**config.mk**
```make
export PLATFORM = sky130hd
export DESIGN_NAME = sha3_blk_pack
export DESIGN_NICKNAME = d
export VERILOG_FILES = /design/src/rtl/sha3_pkg.sv /design/src/rtl/sha3_blk_buf.sv /design/src/rtl/sha3_blk_pack.sv
export SDC_FILE = /design/constraint.sdc
export NUM_CORES = 2
export LEC_CHECK = 0
export BUFFER_PORTS_ARGS = -buffer_cell sky130_fd_sc_hd__buf_2
export CAP_MARGIN = 20
export CELL_PAD_IN_SITES_DETAIL_PLACEMENT = 1
export CELL_PAD_IN_SITES_GLOBAL_PLACEMENT = 2
export CORE_AREA = 2 2 451 453
export DETAILED_ROUTE_END_ITERATION = 10
export DIE_AREA = 0 0 453 455
export GPL_TIMING_DRIVEN = 0
export PLACE_DENSITY_LB_ADDON = 0.25
export SLEW_MARGIN = 20
export SYNTH_ARGS = -nofsm -noshare
export SYNTH_HDL_FRONTEND = slang
export SYNTH_HIERARCHICAL = 1
export SYNTH_SLANG_ARGS = --single-unit
```
**constraint.sdc**
```tcl
create_clock -name rdclk -period 101.4 [get_ports rdclk]
set_input_delay 25.35 -clock rdclk [delete_from_list [all_inputs] [get_ports rdclk]]
set_output_delay 25.35 -clock rdclk [all_outputs]
set_load 0.02 [all_outputs]
```
**src/rtl/sha3_pkg.sv**
```systemverilog
// Shared types and constants for the SHA-3 rate-block packer.
package sha3_pkg;

  typedef enum logic [2:0] {
    IDLE  = 3'd0,
    FETCH = 3'd1,
    WAIT  = 3'd2,
    PAD   = 3'd3,
    SEND  = 3'd4,
    DONE  = 3'd5
  } sha3_state_e;

  localparam logic [31:0] SHA3_DOMAIN_PAD = 32'h00000006;
  localparam logic [31:0] SHA3_LAST_PAD   = 32'h80000000;

  localparam int RATE224 = 36;
  localparam int RATE256 = 34;
  localparam int RATE384 = 26;
  localparam int RATE512 = 18;

  // Pad bits OR-ed into one buffer word: domain byte at the first free word,
  // closing bit at the top of the last rate word (both may hit the same word).
  function automatic logic [31:0] sha3_pad_word(input logic is_first_free,
                                                input logic is_last_word);
    sha3_pad_word = (is_first_free ? SHA3_DOMAIN_PAD : 32'h0) |
                    (is_last_word  ? SHA3_LAST_PAD   : 32'h0);
  endfunction

endpackage

```
**src/rtl/sha3_blk_buf.sv**
```systemverilog
// Rate-block buffer: indexed word write, OR-merge of pad10*1 bits, and clear.
module sha3_blk_buf
  import sha3_pkg::*;
#(
  parameter int RATEW = RATE256,
  parameter int WID   = 32,
  parameter int IDXB  = 6
) (
  input  logic                   clk_i,
  input  logic                   rst_i,
  input  logic                   clr_i,
  input  logic                   wr_en_i,
  input  logic                   pad_en_i,
  input  logic [IDXB-1:0]        idx_i,
  input  logic [WID-1:0]         wr_data_i,
  output logic [RATEW*WID-1:0]   data_o
);

  logic [WID-1:0] word_q [RATEW];

  always_ff @(posedge clk_i or posedge rst_i) begin
    if (rst_i) begin
      for (int i = 0; i < RATEW; i++) word_q[i] <= '0;
    end else begin
      for (int i = 0; i < RATEW; i++) begin
        if (clr_i) begin
          word_q[i] <= '0;
        end else if (wr_en_i && (idx_i == IDXB'(i))) begin
          word_q[i] <= wr_data_i;
        end else if (pad_en_i) begin
          word_q[i] <= word_q[i] | sha3_pad_word(idx_i == IDXB'(i), i == RATEW - 1);
        end
      end
    end
  end

  for (genvar g = 0; g < RATEW; g++) begin : g_flat
    assign data_o[g*WID +: WID] = word_q[g];
  end

endmodule

```
**src/rtl/sha3_blk_pack.sv**
```systemverilog
// Drains 32-bit words from the read side of the word FIFO, packs them into
// SHA-3 rate blocks with pad10*1 (domain 0x06) and offers them to the absorb core.
module sha3_blk_pack
  import sha3_pkg::*;
#(
  parameter int RATEW = RATE256,
  parameter int WID   = 32,
  parameter int LENB  = 16,
  parameter int IDXB  = 6
) (
  input  logic                 rdclk,
  input  logic                 rdrst,
  input  logic                 start,
  input  logic [LENB-1:0]      msgwords,
  input  logic                 abort,
  output logic                 busy,
  output logic                 done,
  input  logic                 fifordy,
  output logic                 fifoget,
  input  logic                 fifovld,
  input  logic [WID-1:0]       fifodout,
  output logic                 blkvld,
  input  logic                 blkrdy,
  output logic [RATEW*WID-1:0] blkdata,
  output logic                 blklast,
  output logic                 perr,
  output sha3_state_e          dbg_state_o
);

  // Block handshake: blkvld rises independently of blkrdy; blkdata and blklast
  // hold steady while blkvld is high, and the block transfers on the first
  // rising rdclk edge that sees blkvld & blkrdy.
  localparam logic [IDXB-1:0] RATE_IDX = IDXB'(RATEW);

  sha3_state_e     state_q, state_d;
  logic [LENB-1:0] rem_q, rem_d;
  logic [IDXB-1:0] widx_q, widx_d, widx_inc;
  logic [LENB-1:0] rem_dec;
  logic            padpend_q, padpend_d;
  logic            outst_q, outst_d;
  logic            discard_q, discard_d;
  logic            perr_q, perr_d;
  logic            last_q, last_d;
  logic            buf_clr, buf_wr, buf_pad;

  always_ff @(posedge rdclk or posedge rdrst) begin
    if (rdrst) begin
      state_q   <= IDLE;
      rem_q     <= '0;
      widx_q    <= '0;
      padpend_q <= 1'b0;
      outst_q   <= 1'b0;
      discard_q <= 1'b0;
      perr_q    <= 1'b0;
      last_q    <= 1'b0;
    end else begin
      state_q   <= state_d;
      rem_q     <= rem_d;
      widx_q    <= widx_d;
      padpend_q <= padpend_d;
      outst_q   <= outst_d;
      discard_q <= discard_d;
      perr_q    <= perr_d;
      last_q    <= last_d;
    end
  end

  assign widx_inc = widx_q + 1'b1;
  assign rem_dec  = rem_q - 1'b1;

  always_comb begin
    state_d   = state_q;
    rem_d     = rem_q;
    widx_d    = widx_q;
    padpend_d = padpend_q;
    outst_d   = outst_q;
    discard_d = discard_q;
    perr_d    = perr_q;
    last_d    = last_q;
    buf_clr   = 1'b0;
    buf_wr    = 1'b0;
    buf_pad   = 1'b0;
    fifoget   = 1'b0;

    // A response with no get in flight is either the tail of an aborted read or an error.
    if (fifovld && !outst_q) begin
      if (discard_q) discard_d = 1'b0;
      else           perr_d    = 1'b1;
    end

    unique case (state_q)
      IDLE: begin
        if (start) begin
          rem_d     = msgwords;
          widx_d    = '0;
          padpend_d = 1'b0;
          last_d    = 1'b0;
          buf_clr   = 1'b1;
          state_d   = (msgwords == '0) ? PAD : FETCH;
        end
      end
      FETCH: begin
        if (fifordy && !discard_q && (rem_q != '0) && (widx_q != RATE_IDX)) begin
          fifoget = 1'b1;
          outst_d = 1'b1;
          state_d = WAIT;
        end
      end
      WAIT: begin
        if (fifovld && outst_q) begin
          buf_wr  = 1'b1;
          widx_d  = widx_inc;
          rem_d   = rem_dec;
          outst_d = 1'b0;
          if (rem_dec == '0 && widx_inc != RATE_IDX) begin
            state_d = PAD;
          end else if (rem_dec == '0) begin
            padpend_d = 1'b1;
            last_d    = 1'b0;
            state_d   = SEND;
          end else if (widx_inc == RATE_IDX) begin
            state_d = SEND;
          end else begin
            state_d = FETCH;
          end
        end
      end
      PAD: begin
        buf_pad = 1'b1;
        last_d  = 1'b1;
        state_d = SEND;
      end
      SEND: begin
        if (blkrdy) begin
          buf_clr = 1'b1;
          widx_d  = '0;
          if (last_q) begin
            state_d = DONE;
          end else if (padpend_q) begin
            padpend_d = 1'b0;
            state_d   = PAD;
          end else begin
            state_d = FETCH;
          end
        end
      end
      DONE: state_d = IDLE;
      default: state_d = IDLE;
    endcase

    if (abort) begin
      state_d   = IDLE;
      rem_d     = '0;
      widx_d    = '0;
      padpend_d = 1'b0;
      last_d    = 1'b0;
      outst_d   = 1'b0;
      discard_d = discard_q | (outst_q & ~fifovld);
      buf_clr   = 1'b1;
      buf_wr    = 1'b0;
      buf_pad   = 1'b0;
      fifoget   = 1'b0;
    end
  end

  sha3_blk_buf #(
    .RATEW (RATEW),
    .WID   (WID),
    .IDXB  (IDXB)
  ) u_buf (
    .clk_i     (rdclk),
    .rst_i     (rdrst),
    .clr_i     (buf_clr),
    .wr_en_i   (buf_wr),
    .pad_en_i  (buf_pad),
    .idx_i     (widx_q),
    .wr_data_i (fifodout),
    .data_o    (blkdata)
  );

  assign busy        = (state_q != IDLE) && (state_q != DONE);
  assign done        = (state_q == DONE);
  assign blkvld      = (state_q == SEND);
  assign blklast     = blkvld & last_q;
  assign perr        = perr_q;
  assign dbg_state_o = state_q;

endmodule

```
# After elaboration in Yosys (flattened, before gate mapping)
# Cells that the tools add are included.
# op_classes
add_sub_neg	2
n_mux	188
bitwise	39
n_eq_ne	49
reduce_logical	95
# op_table
cell	n
32-bit 2-to-1 mux	102
32-bit bitwise OR	34
3-bit 2-to-1 mux	43
3-bit nonzero test	37
6-bit by 5-bit == test with 1-bit output (second input constant)	16
6-bit by 4-bit == test with 1-bit output (second input constant)	8
16-bit 2-to-1 mux	3
1-bit logical AND	41
16-bit logical NOT	2
16-bit one-hot mux with 2 select lines	1
1-bit 2-to-1 mux	27
6-bit by 3-bit == test with 1-bit output (second input constant)	4
6-bit 2-to-1 mux	4
3-bit inequality test (second input constant)	7
6-bit == test (second input constant)	3
6-bit one-hot mux with 3 select lines	1
16-bit nonzero test	1
16-bit by 1-bit subtractor with 16-bit output (second input constant)	1
3-bit one-hot mux with 5 select lines	1
6-bit by 2-bit == test with 1-bit output (second input constant)	2
6-bit inequality test (second input constant)	2
4-bit AND reduction	2
4-bit nonzero test	2
7-bit AND reduction	1
19 further kinds	28
# totals
word_cells	415
ff_bits	1118
in_bits	55

# Logic depth before layout (Yosys ltp)
# logic_depth
word_depth	8
depth_mapped	14
mapped_depth_nobuf	8

# Modules after synthesis
# The synthesis kept the hierarchy.
# modules_own_cells
module	instances	area_each_um2	cells_per_inst
sha3_blk_buf	1	47035.1	5073
sha3_blk_pack	1	2178.3	282

# Least setup slack after synthesis
# Ideal clock, no wire load.
# synth_path
path_kind	in2out
startpoint	input abort
endpoint	output fifoget
arrival_ns	26.212
setup_slack_ns	49.838
path_stages	4
path_cell_list	clkbuf_1 -> nor4_1 -> inv_1 -> nor2_1
# synth_between
elab_chain_cells	1
# synth_lines
element	line	rtl
start, declared	sha3_blk_pack.sv:15	input logic abort,
1-bit 2-to-1 mux	sha3_blk_pack.sv:151	if (abort) begin
end, declared	sha3_blk_pack.sv:19	output logic fifoget,
# Every way passes these cells.

# Worst setup path after layout
# layout_path
startpoint	input fifordy
endpoint	output fifoget
# layout_between
elab_chain_cells	6
# layout_lines
element	line	rtl
start, declared	sha3_blk_pack.sv:18	input logic fifordy,
1-bit logical AND (3 in series)	sha3_blk_pack.sv:103	if (fifordy && !discard_q && (rem_q != '0) && (widx_q != RATE_IDX)) begin
1-bit 2-to-1 mux	sha3_blk_pack.sv:103	
1-bit 2-to-1 mux	sha3_blk_pack.sv:91	unique case (state_q)
1-bit 2-to-1 mux	sha3_blk_pack.sv:151	
# Every way passes these cells.

==> impl_metrics.csv <==
group,metric,value,unit
clock_tree,cts_setup_buffers,0,
sta,fin_skew,0.03669,ns
power,power_frac_comb,11.6,%
power,finalPower,1.111,mW
yosys,synth_ff_type,"dfrtp_1",
yosys,synthCells,5355,
final_layout,syn2layout_area_growth,30.14,%
power,ir_drop,0.00001760,V
yosys,synth_top_area_share,56.85,%
drt,detail_route.wl_per_cell,35.54,um
power,clockPowerShare,47.6,%
floorplanning,fp.dieW,453,um
floorplanning,rows,165,
sta,period_share,51.87,%
drt,ant_nets,0,
global_route,grt_pass1_vias,52040,
clock_tree,cts_buffers,146,
power,leakage,28.80,nW
floorplanning,ios,1152,
sta,setup_violations,0,
clock_tree,cts_sinks,1118,
drt,vias,51190,
floorplanning,fp.coreArea,0.2013,mm2
clock_tree,ctsResizeCount,0,
power,p_seq_share,40.8,%
final_layout,fin_nets,6723,
global_route,grt_pass1_wl,451700,um
sta,rsz0062_at_grt,"false",
yosys,yosysUniqueCellTypes,62,
power,p_switching,333.9,uW
critical_path,rrSetupSlack,96.25,ns
power,switching_share,30.05,%
power,pwr_density_cell,17.35,mW/mm2
global_route,grt_max_degree,99,
floorplanning,dieArea,0.2061,mm2
yosys,synth_top_cell_by_area,"dfrtp_1",
drt,drt_iter0_markers,4526,
yosys,postSynthAreaPerCell,9.190,um2
yosys,ys_ff_latch,1118,
critical_path,worst_ep_required_time,76.05,ns
min_path,holdCritPathClass,"flip-flop to flip-flop",
critical_path,end_kind,"primary output",
place,gp_congestion,0.8707,
final_layout,final_common_cell,"buf_2",
sta,slew_headroom,17.25,%
clock_tree,cts-root-buf,"clkbuf_16",
final_layout,drive_gt1_share,24.62,%
critical_path,critPathMaxFanout,4,
global_route,grt-ovfl-total,0,
floorplanning,die_h,455,um
yosys,synth_edf_count,0,
drt,drc,0,
critical_path,critPathKind,"input pin to primary output",
power,internal_power,777.2,uW
critical_path,cpMostUsedCell,"buf_2",
critical_path,cp_top_family,"compound AO/OA/AOI/OAI gates",
drt,via_per_inst,5.414,
final_layout,final_cell_mix,"buf_2, dfrtp_1, a21oi_1",
clock_tree,cts_tree,"yes",
clock_tree,path_clk_slew,0.06,ns
sta,worst_pin_slew,1.241,ns
sta,drv_slew,0,
yosys,syn_area,0.04921,mm2
global_route,antenna_found_initial,27,
job,cap_violations,0,
critical_path,crit_buf_inv,3,
clock_tree,insertion_delay,0.84,ns
critical_path,crit_arrival,27.25,ns
yosys,synthArstFlopShare,100.0,%
critical_path,cp-start-kind,"input pin",
drt,drt-total-wl,336000,um
yosys,synthesis.nets,5415,
sta,finalCriticalPeriod,52.60,ns
yosys,yosysWarnings,6,
status,outcome,"finished clean",
clock_tree,clockBufferDepth,3,
sta,fin_tns_setup,0,ns
drt,dr.pass1.iters,5,
global_route,grt_usage,31.59,%
place,port-buffer-count,1120,
clock_tree,h-tree-depth,4,
critical_path,crit_path_top_delay_cell,"a311oi_1",
sta,hold_violations,0,
place,dp_hpwl,248100,um
clock_tree,ctsHoldBuffers,0,
sta,fmax,0.01901,GHz
critical_path,cpPeakStageDelay,0.79,ns
yosys,yosysSeqAreaShare,56.85,%
critical_path,crit_path_cell_trace,"buf_2 > inv_1 > a311oi_1 > o41ai_4 > nor2_1 > buf_2",
yosys,synth.area.top_cells,"dfrtp_1, a21oi_1, nand3_1",
final_layout,num-fill-cells,23500,
floorplanning,start_util,24.45,%
-- stage by stage --
| stage | setup slack, ns | util [%] | instance area, um2 | hold slack (ns) | cells |
|---|---|---|---|---|---|
| finish | 48.80 | 31.82 | 64050 | 0.4859 | 9456 |
| global route | 48.81 | 31.81 | 64030 | 0.4987 | 9450 |
| CTS | 48.82 | 31.81 | 64030 | 0.4876 | 9448 |
| detailed placement | 48.82 | 29.43 | 59240 | 0.4744 | 9187 |
| global placement | 29.01 | 28.90 | 58160 | 0.4712 | 9147 |
| floorplan | 45.42 | - | 49210 | 0.4700 | 5355 |
-- state kept, by name (all words and copies together), names as in the netlist --
name / count
outst_q: 1
padpend_q: 1
widx_q: 6
perr: 1
dbg_state_o: 3
u_buf/data_o: 1088
rem_q: 16
last_q: 1
discard_q: 1
-- layout make-up --
class | instances | area, um2 | area share, %
timing repair buffer | 1160 | 6500 | 10.15
clock inverter | 36 | 470.5 | 0.7346
inverter | 16 | 67.56 | 0.1055
multi-input combinational | 3478 | 18120 | 28.29
antenna | 8 | 20.02 | 0.03126
buffer | 743 | 3232 | 5.046
tap | 2672 | 3343 | 5.220
clock buffer | 225 | 4314 | 6.736
sequential | 1118 | 27980 | 43.68
-- final timing paths --
check | start | endpoint | cells after the start
max reg2reg | dbg_state_o[0] | u_buf/data_o[256] | 12
min reg2reg | u_buf/data_o[802] | u_buf/data_o[802] | 1
max | fifordy | fifoget | 6
min | u_buf/data_o[802] | u_buf/data_o[802] | 1
min in group asynchronous | rdrst | rem_q[11] | 2
max in group asynchronous | rdrst | u_buf/data_o[432] | 6
-- worst register-to-register path: cells and delay by family (launching register included) --
kind | cells | cell delay (ns)
compound gates | 1 | 0.19
buf+inv | 7 | 2.48
flops | 1 | 0.38
simple gates | 4 | 2.01
-- cell usage after synthesis (all sizes together) (2+ instances only) --
cell	n
a211o	2
a211oi	33
a21o	3
a21oi	1075
a22o	2
a22oi	2
a31oi	33
and3b	2
and4b	4
and4bb	6
buf	206
clkbuf	537
dfrtp	1118
ha	5
inv	16
nand2	21
nand2b	7
nand3	1025
nand3b	4
nand4	3
nand4b	4
nand4bb	6
nor2	35
nor3	34
nor3b	5
nor4	16
nor4b	5
nor4bb	2
o21a	35
o21ai	1057
o221a	4
o2bb2ai	2
o31ai	7
or3	5
or4	7
or4b	6
xnor2	8
-- cells by family (layout without fill, tap and decap cells) --
kind of cell,after synthesis,after routing,synth area share [%]
AOI/OAI and AO/OA,2262,2262,23.69
xor gates and xnor gates,9,9,0.1602
adders and majority gates,5,5,0.1271
buffers and inverters,759,2180,6.412
DFF,1118,1118,56.85
muxes,1,1,0.02034
other,0,8,0
and+or+nand+nor,1201,1201,12.75
-- layer usage --
metal	global-route usage, %	share of wire [%]	up-vias
met2	51.41	47	1976
li1	-	-	21850
met5	0	0	-
met3	6.453	6.3	531
met1	39.14	40	26840
met4	17.44	6.3	0
-- power groups by stage --
stage,registers (mW),clock network (mW),logic [mW]
floorplan,0.462,0,0.0633
global placement,0.463,0,0.123
finish,0.454,0.529,0.129
detailed placement,0.462,0,0.129
CTS,0.454,0.541,0.129
global route,0.454,0.558,0.136
Power figures use the tool's default switching activity.
